==> src/rtl/id_ex_stage.sv <==
// ----------------------------------------------------------------------------
// id_ex_stage
//   ID/EX pipeline register feeding the ALU. Captures decoded operands and
//   controls, detects load-use hazards (one-cycle bubble) and forwards results
//   from EX/MEM and MEM/WB into the ALU operands.
// Ports
//   clk, rst_n                     clock, async active-low reset
//   id_*                           decoded instruction fields from ID
//   flush, hold                    squash / freeze requests for the EX slot
//   exmem_*, memwb_*               downstream writeback info for forwarding
//   id_stall                       freeze PC and IF/ID (combinational)
//   ex_valid, ex_rd, ex_ctrl       EX slot status and downstream controls
//   alu_in1, alu_in2, alu_control  ALU operands and operation
//   ex_store_data                  forwarded rt operand for stores
// ----------------------------------------------------------------------------
module id_ex_stage #(
  parameter int unsigned DATA_W = 32,
  parameter int unsigned REG_AW = 5,
  parameter int unsigned CTRL_W = 3
) (
  input  logic              clk,
  input  logic              rst_n,
  input  logic              id_valid,
  input  logic [REG_AW-1:0] id_rs,
  input  logic [REG_AW-1:0] id_rt,
  input  logic [REG_AW-1:0] id_rd,
  input  logic [DATA_W-1:0] id_rs_data,
  input  logic [DATA_W-1:0] id_rt_data,
  input  logic [DATA_W-1:0] id_imm,
  input  logic [CTRL_W+3:0] id_ctrl,
  input  logic              flush,
  input  logic              hold,
  input  logic              exmem_wr,
  input  logic [REG_AW-1:0] exmem_rd,
  input  logic [DATA_W-1:0] exmem_result,
  input  logic              memwb_wr,
  input  logic [REG_AW-1:0] memwb_rd,
  input  logic [DATA_W-1:0] memwb_result,
  output logic              id_stall,
  output logic              ex_valid,
  output logic [REG_AW-1:0] ex_rd,
  output logic [2:0]        ex_ctrl,
  output logic [DATA_W-1:0] alu_in1,
  output logic [DATA_W-1:0] alu_in2,
  output logic [CTRL_W-1:0] alu_control,
  output logic [DATA_W-1:0] ex_store_data
);

  // Contents of the EX slot; an all-zero value is a bubble.
  typedef struct packed {
    logic              valid;
    logic [REG_AW-1:0] rs;
    logic [REG_AW-1:0] rt;
    logic [REG_AW-1:0] rd;
    logic [DATA_W-1:0] rs_data;
    logic [DATA_W-1:0] rt_data;
    logic [DATA_W-1:0] imm;
    logic [CTRL_W-1:0] alu_op;
    logic              alu_src;
    logic              reg_write;
    logic              mem_read;
    logic              mem_write;
  } ex_slot_t;

  ex_slot_t ex_q;
  ex_slot_t ex_d;
  ex_slot_t id_slot;
  logic     load_use;
  logic [DATA_W-1:0] rt_fwd;

  // Forwarding mux: EX/MEM has priority, register 0 is never forwarded.
  function automatic logic [DATA_W-1:0] fwd(
    input logic [REG_AW-1:0] src,
    input logic [DATA_W-1:0] rf_data,
    input logic              em_wr,
    input logic [REG_AW-1:0] em_rd,
    input logic [DATA_W-1:0] em_res,
    input logic              mw_wr,
    input logic [REG_AW-1:0] mw_rd,
    input logic [DATA_W-1:0] mw_res
  );
    logic [DATA_W-1:0] r;
    r = rf_data;
    if (em_wr && (em_rd != '0) && (em_rd == src)) begin
      r = em_res;
    end else if (mw_wr && (mw_rd != '0) && (mw_rd == src)) begin
      r = mw_res;
    end
    return r;
  endfunction

  // Unpack the ID control bundle into a slot image.
  always_comb begin
    id_slot           = '0;
    id_slot.valid     = id_valid;
    id_slot.rs        = id_rs;
    id_slot.rt        = id_rt;
    id_slot.rd        = id_rd;
    id_slot.rs_data   = id_rs_data;
    id_slot.rt_data   = id_rt_data;
    id_slot.imm       = id_imm;
    id_slot.alu_op    = id_ctrl[CTRL_W+3:4];
    id_slot.alu_src   = id_ctrl[3];
    id_slot.reg_write = id_ctrl[2];
    id_slot.mem_read  = id_ctrl[1];
    id_slot.mem_write = id_ctrl[0];
  end

  // A load in EX whose target is read by the ID instruction.
  always_comb begin
    load_use = ex_q.valid && ex_q.mem_read && (ex_q.rd != '0) &&
               ((ex_q.rd == id_rs) || (ex_q.rd == id_rt)) && id_valid;
    id_stall = load_use || hold;
  end

  // Slot update priority: flush, hold, load-use bubble, load.
  always_comb begin
    ex_d = id_slot;
    if (flush) begin
      ex_d = '0;
    end else if (hold) begin
      ex_d = ex_q;
    end else if (load_use) begin
      ex_d = '0;
    end
  end

  always_ff @(posedge clk or negedge rst_n) begin
    if (!rst_n) begin
      ex_q <= '0;
    end else begin
      ex_q <= ex_d;
    end
  end

  // Operand delivery to the ALU and downstream stages.
  always_comb begin
    rt_fwd        = fwd(ex_q.rt, ex_q.rt_data, exmem_wr, exmem_rd, exmem_result,
                        memwb_wr, memwb_rd, memwb_result);
    alu_in1       = fwd(ex_q.rs, ex_q.rs_data, exmem_wr, exmem_rd, exmem_result,
                        memwb_wr, memwb_rd, memwb_result);
    alu_in2       = ex_q.alu_src ? ex_q.imm : rt_fwd;
    ex_store_data = rt_fwd;
    ex_valid      = ex_q.valid;
    ex_rd         = ex_q.rd;
    alu_control   = ex_q.alu_op;
    ex_ctrl       = ex_q.valid ? {ex_q.reg_write, ex_q.mem_read, ex_q.mem_write} : 3'b000;
  end

endmodule

==> config.mk <==
export PLATFORM = sky130hd
export DESIGN_NAME = id_ex_stage
export DESIGN_NICKNAME = d
export VERILOG_FILES = /design/src/rtl/id_ex_stage.sv
export SDC_FILE = /design/constraint.sdc
export NUM_CORES = 1
export LEC_CHECK = 0
export BUFFER_PORTS_ARGS = -buffer_cell sky130_fd_sc_hd__buf_4
export CAP_MARGIN = 20
export CORE_ASPECT_RATIO = 2
export CORE_MARGIN = 2
export CORE_UTILIZATION = 56
export CTS_BUF_LIST = sky130_fd_sc_hd__clkbuf_4 sky130_fd_sc_hd__clkbuf_8
export DETAILED_ROUTE_END_ITERATION = 6
export PLACE_DENSITY = 0.95
export SLEW_MARGIN = 25
export SYNTH_ARGS = -nofsm -noshare
export SYNTH_HDL_FRONTEND = slang
export SYNTH_SLANG_ARGS = --single-unit
==> constraint.sdc <==
create_clock -name clk -period 5 [get_ports clk]
set_clock_uncertainty 0.15 [all_clocks]
set_input_delay 0.5 -clock clk [delete_from_list [all_inputs] [get_ports clk]]
set_output_delay 0.5 -clock clk [all_outputs]
set_load 0.05 [all_outputs]
Word level (Yosys, flattened, before mapping)
Cells that the tools add are included.
{ "word_totals": {"register_bits": 119, "inputBits": 199, "output_inout_bits": 109} }
{ "classes": {"eq_ne": 7, "n_mux": 9, "reduce_logical": 15} }
{ "ops": {"columns": ["operator", "n"], "rows": [
  ["$mux 119", 3],
  ["$mux 32", 5],
  ["$eq 5x5->1", 6],
  ["$reduce_bool 5->1", 3],
  ["$logic_and 1x1->1", 10],
  ["$mux 3", 1],
  ["$logic_or 1x1->1", 2],
  ["$ne 2x2->1 const B", 1]
]} }

Depth between registers and ports, before layout
Gate-level depths: netlist (run 1).
{ "depth": {"depth_word": 7, "depth_mapped": 7, "depth_no_buf": 5} }

Worst setup path after synthesis (run 1)
No wires, ideal clock.
{ "synth_path": {"path_kind": "input-to-output", "start": "in exmem_rd[1]", "end": "out alu_in2[31]", "arrival_time_ps": 2748, "setup_slack_ps": 1602, "stages": 6, "n_path_buf": 1, "path_cell_list": "or4_1 > o21a_1 > nand3_2 > buf_2 > nor3_1 > a221oi_1"} }
{ "synth_via": {"elab_chain_len": 5, "word_cells_on_any_way": 6, "classes_between": "1 x eq/ne; 2 x mux; 3 x reduce/logical"} }
{ "synth_lines": {"columns": ["item", "line_no", "text"], "rows": [
  ["from (decl)", "34", "input logic [REG_AW-1:0] exmem_rd,"],
  ["$reduce_bool 5->1", "84", "if (em_wr && (em_rd != '0) && (em_rd == src)) begin"],
  ["$logic_and 1x1->1", "84", null],
  ["$logic_and 1x1->1 *", "84", null],
  ["$mux 32 *", "84", null],
  ["$mux 32 *", "142", "alu_in2 = ex_q.alu_src ? ex_q.imm : rt_fwd;"],
  ["to (decl)", "44", "output logic [DATA_W-1:0] alu_in2,"]
]} }
Every way passes the cells marked *; elsewhere a longest branch is shown, timed or not.

Worst setup path after layout (run 1)
{ "layout_path": {"start": "reg ex_q[110] (netlist name)", "end": "out ex_store_data[7]"} }
{ "layout_via": {"elab_chain_len": 4, "word_cells_on_any_way": 6, "classes_between": "2 x eq/ne; 2 x mux; 2 x reduce/logical"} }
{ "layout_lines": {"columns": ["item", "line_no", "text"], "rows": [
  ["from (decl)", "65", "ex_slot_t ex_q;"],
  ["from (signal assigned)", "130", "ex_q <= '0;"],
  ["from (signal assigned)", "132", "ex_q <= ex_d;"],
  ["$eq 5x5->1", "86", "end else if (mw_wr && (mw_rd != '0) && (mw_rd == src)) begin"],
  ["$logic_and 1x1->1", "86", null],
  ["$mux 32", "86", null],
  ["$mux 32 *", "84", null],
  ["to (decl)", "46", "output logic [DATA_W-1:0] ex_store_data"]
]} }
Marks and branches as above.

==> results of run 1 <==
-- final cells by class --
class / count / area (µm²)
Antenna cell: 2 / 5.005
Clock buffer: 18 / 241.5
Clock inverter: 14 / 175.2
Fill cell: 1100 / 3772
Inverter: 37 / 138.9
Multi-Input combinational cell: 782 / 4663
Sequential cell: 119 / 2979
Tap cell: 195 / 244.0
Timing Repair Buffer: 318 / 2442
-- final timing paths --
path | end | slack, ns | cells past startpoint | from
setup / recovery | ex_store_data[7] | 1.20 | 6 | ex_q[110]
hold / removal | alu_control[1] | 0.18 | 3 | id_ctrl[5]
setup reg to reg | ex_q[17] | 2.16 | 6 | ex_rd[2]
hold reg to reg | alu_control[1] | 0.34 | 2 | alu_control[1]
max in group asynchronous | ex_q[3] | 3.08 | 3 | rst_n
min in group asynchronous | ex_q[79] | 0.47 | 2 | rst_n
-- layout by cell type, fill, tap and decap left out, types with 2 or more instances in the layout --
cell type / netlist / routed
o21ai_1: 30 / 30
o41ai_1: 4 / 4
buf_6: 1 / 2
dfrtp_1: 119 / 118
mux2i_1: 64 / 64
a221oi_1: 2 / 2
xnor2_1: 6 / 6
nor2b_1: 116 / 116
buf_4: 13 / 312
clkinv_4: 0 / 3
diode_2: 0 / 2
nor2_1: 36 / 36
inv_6: 0 / 3
a21oi_1: 147 / 147
clkbuf_8: 0 / 17
o21ai_0: 117 / 117
clkinv_2: 0 / 2
a221oi_2: 30 / 30
o21a_1: 3 / 3
nand2_1: 151 / 151
clkinvlp_4: 0 / 3
buf_12: 0 / 2
or4_1: 3 / 3
xor2_1: 24 / 24
inv_1: 37 / 37
and2_1: 3 / 3
bufinv_16: 0 / 3
nor3_1: 38 / 38
-- cell families after synthesis --
kind of cell,Yosys count,synth area share
buffers and inverters,142,0.08141
multiplexers,64,0.07719
AND/OR/NAND/NOR,353,0.2073
flip-flops,119,0.3588
AO/OA/AOI/OAI,335,0.2436
XOR/XNOR,30,0.03166
-- power by group through the flow --
stage | sequential, mW | clock, mW | combinational [mW]
finish | 1.05 | 0.925 | 0.887
global route | 1.06 | 0.968 | 0.936
CTS | 1.05 | 0.934 | 0.879
detailed placement | 1.07 | 0 | 0.875
global placement | 1.07 | 0 | 0.861
floorplan | 1.06 | 0 | 0.539
-- flip-flops by register name (all words and copies together), names as in the netlist --
register	count
alu_control	3
ex_rd	5
ex_q	110
ex_valid	1
-- stage by stage --
stage	power [mW]	std cells
after floorplan	1.594	1043
after detailed placement	1.944	1450
after global routing	2.961	1485
final	2.863	1485
after CTS	2.863	1482
after global placement	1.928	1449
-- metal layers --
metal / global-route usage / share of wire / vias to the layer above
met3: 0.1118 / 0.12 / 79
li1: - / - / 4017
met4: 0.1577 / 0.041 / 0
met1: 0.4952 / 0.40 / 4077
met5: 0 / 0 / -
met2: 0.5395 / 0.45 / 562
-- tightest hold or removal path: stages --
cell and delay, ns:
buf_4 0.10, inv_1 0.05, o41ai_1 0.07
-- repair_timing --
| action | CTS | global route |
|---|---|---|
| endpoints found under the setup margin | 0 | 0 |
| hold endpoints to repair | 0 | 31 |
| resized for setup | 0 | 0 |
| hold buffers | 0 | 1 |
==> flow_summary.json, run 1 <==
{
  "status": "complete, but fails checks",
  "violations": "design-rule violations",
  "overflow": 0,
  "wirelength_um": 29300,
  "path_class": "reg -> out",
  "worst_slack_ns": 1.200,
  "whs_ns": 0.1771,
  "placed_area_um2": 10450,
  "postCtsSetupBuffers": 0,
  "fin_nets": 1474,
  "synth_common_cells": "nand2_1 (151), a21oi_1 (147), dfrtp_1 (119)",
  "viasPerCell": 5.882,
  "fmax_ghz": 0.2632,
  "p_seq_frac": 0.367,
  "htreeDepth": 4,
  "drt_iter0_drc": 929,
  "die_y_um": 176.2,
  "synthesis.nets": 1242,
  "cp_cell_sequence": "xor2_1 -> nor3_1 -> nand4_4 -> mux2i_1 -> a21oi_1 -> buf_4",
  "finalWeightedCongestion": 0.9763,
  "grt_usage": 0.3643,
  "wl_per_cell_um": 19.73,
  "drv_cap": 0,
  "hold_violations": 0,
  "critPathMaxFanout": 32,
  "ys_warn_count": 0,
  "p_switching_mw": 1.030,
  "synthFlopType": "dfrtp_1",
  "post-dp-hpwl_um": 21470,
  "vias": 8735,
  "num_io_pins": 308,
  "cts_buffers": 17,
  "ys_seq_area_frac": 0.3588,
  "postLayoutCellArea_um2": 10890,
  "fin_crit_ns": 3.800,
  "place_ws_ns": 1.561,
  "critPathBufInv": 1,
  "rows": 63,
  "hp-class": "in -> reg",
  "powerDensity_nw_per_um2": 263.0,
  "clock-sinks": 119,
  "finalSetupViolCount": 0,
  "cp-end-kind": "output pin",
  "switching_share": 0.3597,
  "remaining_drc_errors": 7,
  "ys_seq_elements": 119,
  "rsz0062_at_grt": "no",
  "clock_latency_ns": 0.44,
  "root_buffer": "clkbuf_8",
  "synthCells": 1043,
  "initial_core_util": 0.5661,
  "yosysTopAreaCell": "dfrtp_1",
  "power.leakage_nw": 4.972,
  "die_w_um": 90.08,
  "clockBufferDepth": 2,
  "synthArstFlopShare": 1.000,
  "clk_pin_slew_ns": 0.08,
  "cp.arrival_ns": 3.15,
  "synthTopCellsByArea": "dfrtp_1 (36%), a21oi_1 (8.9%), nor2b_1 (8.7%)",
  "intPower_mw": 1.833,
  "finalSetupTns_ns": 0,
  "grt_pass1_vias": 8196,
  "antenna_left": 0,
  "ys_types": 31,
  "p_clk_frac": 0.323,
  "grt_max_degree": 139,
  "relSlewSlack": 0.3170,
  "area_growth_pct": 31.21,
  "port_buffers": 307,
  "ir_drop_mv": 0.2351,
  "yosys.cell_count.top_type": "nand2_1",
  "maxSlewViolCount": 0,
  "p_comb_frac": 0.310,
  "synth_edf_count": 0,
  "antenna_found_initial": 3,
  "fin_util": 0.7427,
  "cp_top_family": "simple AND/OR/NAND/NOR gates",
  "drive_gt1_frac": 0.3012,
  "period_share": 0.7599,
  "drtPass1Iterations": 7,
  "grt_pass1_wl_um": 45650,
  "crit_required_ns": 4.35,
  "syn_area_um2": 8299,
  "startpoint_type": "flop",
  "avgSynthCellArea_um2": 7.957,
  "yosys.area.top_type_share": 0.3588,
  "cts_tree": "done",
  "cpPeakStageDelay_ns": 0.71,
  "cp_slowest_cell": "nand4_4",
  "max_slew.worst_pin.slew_ns": 1.025,
  "core_area_um2": 14660,
  "die_area_um2": 15870
}
Power figures use the tool's default switching activity.
==> run 2, diff against run 1 <==
--- a/config.mk
+++ b/config.mk
@@ -9,10 +9,10 @@
 export CAP_MARGIN = 20
 export CORE_ASPECT_RATIO = 2
 export CORE_MARGIN = 2
-export CORE_UTILIZATION = 56
+export CORE_UTILIZATION = 47
 export CTS_BUF_LIST = sky130_fd_sc_hd__clkbuf_4 sky130_fd_sc_hd__clkbuf_8
 export DETAILED_ROUTE_END_ITERATION = 6
-export PLACE_DENSITY = 0.95
+export PLACE_DENSITY = 0.86
 export SLEW_MARGIN = 25
 export SYNTH_ARGS = -nofsm -noshare
 export SYNTH_HDL_FRONTEND = slang
==> constraint.sdc (replaced) <==
create_clock -name clk -period 3.4 [get_ports clk]
set_clock_uncertainty 0.15 [all_clocks]
set_input_delay 0.34 -clock clk [delete_from_list [all_inputs] [get_ports clk]]
set_output_delay 0.34 -clock clk [all_outputs]
set_load 0.05 [all_outputs]
==> run 2 against run 1 <==
The run now ends clean. Sequential power rose by 49%. Combinational power grew 45%. Die area is 18% higher. Wire length about the same. Critical endpoint is now alu_in2[27].
==> flow_summary.json, run 2 (synthesized netlist as in run 1, its figures left out) <==
{
  "fin_cells": 1509,
  "clock_latency_ns": 0.43,
  "most-common-layout-cells": "buf_4 (316), nand2_1 (151), a21oi_1 (147)",
  "cp-end-kind": "output pin",
  "path_class": "reg -> out",
  "p_clk_frac": 0.336,
  "finalSetupTns_ns": 0,
  "relSlewSlack": 0.4996,
  "vias": 8582,
  "hold_start": "id_ctrl[5]",
  "power.leakage_nw": 5.041,
  "seqCellArea_um2": 2982,
  "die_w_um": 97.96,
  "drive_gt1_frac": 0.3061,
  "root_buffer": "clkbuf_8",
  "fin_nets": 1483,
  "grt-busiest-layer": "met2",
  "grt_usage": 0.3018,
  "maxSlewViolCount": 0,
  "period_share": 0.9420,
  "grt_pass1_vias": 8300,
  "grt_pass1_wl_um": 44180,
  "post-dp-hpwl_um": 21200,
  "max_slew.worst_pin.slew_ns": 0.7506,
  "fmax_ghz": 0.3122,
  "area_growth_pct": 33.36,
  "top_register": "ex_q",
  "grt_use_met1": 0.3451,
  "clk_pin_slew_ns": 0.08,
  "drtPass1Iterations": 5,
  "powerDensity_nw_per_um2": 386.7,
  "r2r-start": "ex_rd[1]",
  "cts_tree": "done",
  "finalSetupViolCount": 0,
  "switching_share": 0.3512,
  "startpoint_type": "flop",
  "antenna_found_initial": 2,
  "die_area_um2": 18800,
  "wirelength_um": 29300,
  "cp.arrival_ns": 2.71,
  "die_y_um": 191.9,
  "drt_iter0_drc": 452,
  "ir_drop_mv": 0.3016,
  "rr_worst_depth": 6,
  "wl_per_cell_um": 19.41,
  "hp-class": "in -> reg",
  "clock-sinks": 119,
  "port_buffers": 307,
  "antenna_left": 0,
  "fin_util": 0.6408,
  "rsz0062_at_grt": "no",
  "dpl.cell_count": 1473,
  "remaining_drc_errors": 0,
  "r2r_slack_ns": 1.08,
  "hold_violations": 0,
  "core_area_um2": 17270,
  "p_switching_mw": 1.503,
  "whs_path_depth": 3,
  "p_comb_frac": 0.301,
  "critPathMaxFanout": 15,
  "status": "finished, final reports clean",
  "crit_required_ns": 2.91,
  "clockBufferDepth": 2,
  "reg2reg_to": "ex_q[42]",
  "viasPerCell": 5.687,
  "largest_reg_flops": 110,
  "fin_crit_ns": 3.203,
  "multi_input_area_um2": 4676,
  "fillers": 1485,
  "grt_max_degree": 116,
  "intPower_mw": 2.777,
  "overflow": 0,
  "rows": 68,
  "drv_cap": 0,
  "gr-usage-met3": 0.04876,
  "cts_buffers": 17,
  "final_common_cell": "buf_4",
  "initial_core_util": 0.4805,
  "htreeDepth": 4,
  "finalWeightedCongestion": 0.9371,
  "num_io_pins": 308,
  "p_seq_frac": 0.364,
  "hold_end": "alu_control[1]",
  "use_met2": 0.5150
}
[run 2: worst max-delay path, stage by stage, from the launching register on]
cell and delay, ns:
dfrtp_1 0.43, xor2_1 0.17, nor3_1 0.30, nand4_4 0.28, buf_4 0.32, mux2i_1 0.23, a221oi_2 0.30, buf_4 0.25
[run 2: power groups by stage]
stage | Combinational, mW | Clock, mW | Sequential (mW)
global placement | 1.26 | 0 | 1.58
detailed placement | 1.28 | 0 | 1.58
finish | 1.29 | 1.44 | 1.56
global route | 1.36 | 1.52 | 1.56
CTS | 1.28 | 1.47 | 1.56
floorplan | 0.793 | 0 | 1.55
[run 2: final cells by class]
cell class                      instances  share of cell area
Clock buffer                           18             0.02182
Sequential cell                       119              0.2694
Tap cell                              210             0.02374
Timing Repair Buffer                  327              0.2316
Clock inverter                         14             0.01797
Antenna cell                            2           0.0004522
Multi-Input combinational cell        782              0.4225
Inverter                               37             0.01255
[run 2: worst max path at each step]
| stage | from | endpoint | slack (ns) | cells past startpoint |
|---|---|---|---|---|
| global placement | memwb_rd[1] | alu_in1[14] | 0.43 | 8 |
| global route | ex_q[110] | alu_in2[20] | 0.07 | 7 |
| detailed placement | memwb_rd[1] | alu_in1[14] | 0.41 | 8 |
| floorplan | exmem_rd[1] | alu_in2[31] | 0.32 | 6 |
| finish | ex_q[110] | alu_in2[27] | 0.20 | 7 |
| CTS | ex_q[116] | alu_in1[30] | 0.07 | 7 |
[run 2: per-stage QoR]
stage	total power [mW]	hold slack, ns	cell area [µm²]	setup slack [ns]
floorplan	2.345	-0.1056	8299	0.3220
global placement	2.845	0.1902	10600	0.4337
detailed placement	2.861	0.1957	10600	0.4114
CTS	4.305	0.007242	11060	0.06825
global route	4.450	0.01524	11070	0.06921
finish	4.280	0.03758	11070	0.1972
[run 2: repair_timing]
item	CTS	global route
resized for setup	0	2
endpoints found under the setup margin	0	4
endpoints found under the hold margin	37	0
buffers inserted	0	0
hold buffers	2	0
[run 2: layer usage]
layer  vias to the layer above  part of all wire
li1                       4038                 -
met1                      4010              0.36
met2                       423              0.51
met3                       111             0.060
met4                         0             0.067
met5                         -                 0
==> run 3, diff against run 2 <==
--- a/config.mk
+++ b/config.mk
@@ -11,8 +11,10 @@
 export CORE_MARGIN = 2
 export CORE_UTILIZATION = 47
 export CTS_BUF_LIST = sky130_fd_sc_hd__clkbuf_4 sky130_fd_sc_hd__clkbuf_8
+export CTS_CLUSTER_SIZE = 16
 export DETAILED_ROUTE_END_ITERATION = 6
 export PLACE_DENSITY = 0.86
+export REMOVE_ABC_BUFFERS = 1
 export SLEW_MARGIN = 25
 export SYNTH_ARGS = -nofsm -noshare
 export SYNTH_HDL_FRONTEND = slang
==> run 3 against run 2 <==
Design area is 0.22% lower. Global-route usage is 1.5 points lower. Total power is 2.8% lower. Critical path depth stayed put. Critical endpoint is now alu_in1[13]. Wire length is 4.5% lower. Via count is 0.19% lower. Clock-buffer cell count is 1 higher.
==> flow_summary.json, run 3 (synthesized netlist as in run 1, its figures left out) <==
{
  "finalSetupViolCount": 0,
  "antenna_left": 0,
  "drv_cap": 0,
  "p_clk_frac": 0.320,
  "cp.arrival_ns": 2.73,
  "cts_tree": "done",
  "fmax_ghz": 0.3106,
  "whs_path_depth": 3,
  "fin_crit_ns": 3.220,
  "root_buffer": "clkbuf_8",
  "core_area_um2": 17270,
  "wirelength_um": 27990,
  "cp-end-kind": "output pin",
  "drive_gt1_frac": 0.3048,
  "worst_slack_ns": 0.1799,
  "hp-class": "in -> reg",
  "powerDensity_nw_per_um2": 376.8,
  "finalWeightedCongestion": 0.9397,
  "placed_area_um2": 10590,
  "cts_buffers": 17,
  "status": "finished, final reports clean",
  "largest_reg_flops": 110,
  "cp_slowest_cell": "and4_2",
  "fin_nets": 1482,
  "rows": 68,
  "die_w_um": 97.96,
  "port_buffers": 307,
  "crit_required_ns": 2.91,
  "hold_start": "id_ctrl[5]",
  "overflow": 0,
  "most-common-layout-cells": "buf_4 (312), nand2_1 (151), a21oi_1 (147)",
  "grt_pass1_wl_um": 42930,
  "grt_usage": 0.2867,
  "p_switching_mw": 1.509,
  "fin_util": 0.6395,
  "switching_share": 0.3625,
  "remaining_drc_errors": 0,
  "fillers": 1479,
  "fin_total_pwr_mw": 4.162,
  "vias": 8566,
  "clk_pin_slew_ns": 0.08,
  "post-dp-hpwl_um": 19380,
  "p_seq_frac": 0.372,
  "initial_core_util": 0.4805,
  "whs_ns": 0.03457,
  "clockBufferDepth": 2,
  "path_class": "reg -> out",
  "clock-sinks": 119,
  "antenna_found_initial": 0,
  "hold_violations": 0,
  "num_io_pins": 308,
  "startpoint_type": "flop",
  "ir_drop_mv": 0.2309,
  "grt_pass1_vias": 8282,
  "die_area_um2": 18800,
  "drt_iter0_drc": 497,
  "critPathMaxFanout": 33,
  "p_comb_frac": 0.308,
  "viasPerCell": 5.688,
  "htreeDepth": 4,
  "die_y_um": 191.9,
  "top_register": "ex_q",
  "dpl.cell_count": 1470,
  "r2r-start": "ex_rd[1]",
  "area_growth_pct": 33.08,
  "rr_worst_depth": 6,
  "reg2reg_to": "ex_q[44]",
  "hold_end": "alu_control[1]",
  "wl_per_cell_um": 18.58,
  "intPower_mw": 2.653,
  "cp_cell_sequence": "xor2_1 -> nor3_1 -> and4_2 -> buf_12 -> nand2_1 -> o21ai_1 -> buf_4",
  "relSlewSlack": 0.5103,
  "clock_latency_ns": 0.42,
  "place_ws_ns": 0.3493,
  "postLayoutCellArea_um2": 11040,
  "cpPeakStageDelay_ns": 0.73,
  "grt_max_degree": 116,
  "power.leakage_nw": 5.026,
  "diodes": 0,
  "final_common_cell": "buf_4",
  "period_share": 0.9471,
  "rsz0062_at_grt": "no",
  "max_slew.worst_pin.slew_ns": 0.7345,
  "fin_cells": 1506,
  "maxSlewViolCount": 0,
  "drtPass1Iterations": 5,
  "finalSetupTns_ns": 0,
  "r2r_slack_ns": 1.03
}
==> run 3: layout make-up <==
class,instances,area (µm²),share of cell area
multi-input cells,782,4676,0.4234
flip-flops and latches,119,2982,0.2700
repair buffers,326,2584,0.2339
well taps,210,262.8,0.02379
clock buffers,19,255.2,0.02311
clock inverters,13,146.4,0.01325
inverters,37,138.9,0.01258
==> run 3: worst max-delay path by stage <==
stage                     start          end  slack, ns  depth (start not counted)
floorplan               ex_q[3]   alu_in2[0]      -1.12                          2
global placement    memwb_rd[0]   alu_in2[0]       0.41                          8
detailed placement  memwb_rd[3]  alu_in1[26]       0.35                          8
CTS                   ex_q[112]  alu_in2[11]       0.04                          7
global route          ex_q[113]   alu_in1[2]     0.0002                          7
finish                ex_q[115]  alu_in1[13]       0.18                          7
==> run 3: what timing repair did <==
action / CTS / global route
gates resized for setup: 1 / 1
setup buffers: 1 / 0
hold buffers: 3 / 0
endpoints found under the setup margin: 16 / 31
endpoints found under the hold margin: 49 / 0
gates cloned: 0 / 0
pin swaps: 1 / 0
==> run 3: critical path, delay by kind of cell (launching register included) <==
family                 cells  cell delay, ns
AND/OR/NAND/NOR            3            1.02
buffers and inverters      2            0.53
flip-flops                 1            0.43
XOR/XNOR                   1            0.16
AO/OA/AOI/OAI              1            0.14
==> run 3: metal layers <==
metal	share of wire	GRT usage	routed length [µm]
met1	0.37	0.3396	10240
met2	0.51	0.4784	14370
met3	0.062	0.05640	1736
met4	0.059	0.1709	1640
met5	0	0	0
==> run 3: power groups by stage <==
stage / Sequential, mW / Combinational (mW) / Clock (mW)
floorplan: 1.58 / 0.687 / 0
global placement: 1.57 / 1.25 / 0
detailed placement: 1.58 / 1.27 / 0
CTS: 1.55 / 1.28 / 1.36
global route: 1.56 / 1.36 / 1.42
finish: 1.55 / 1.28 / 1.33
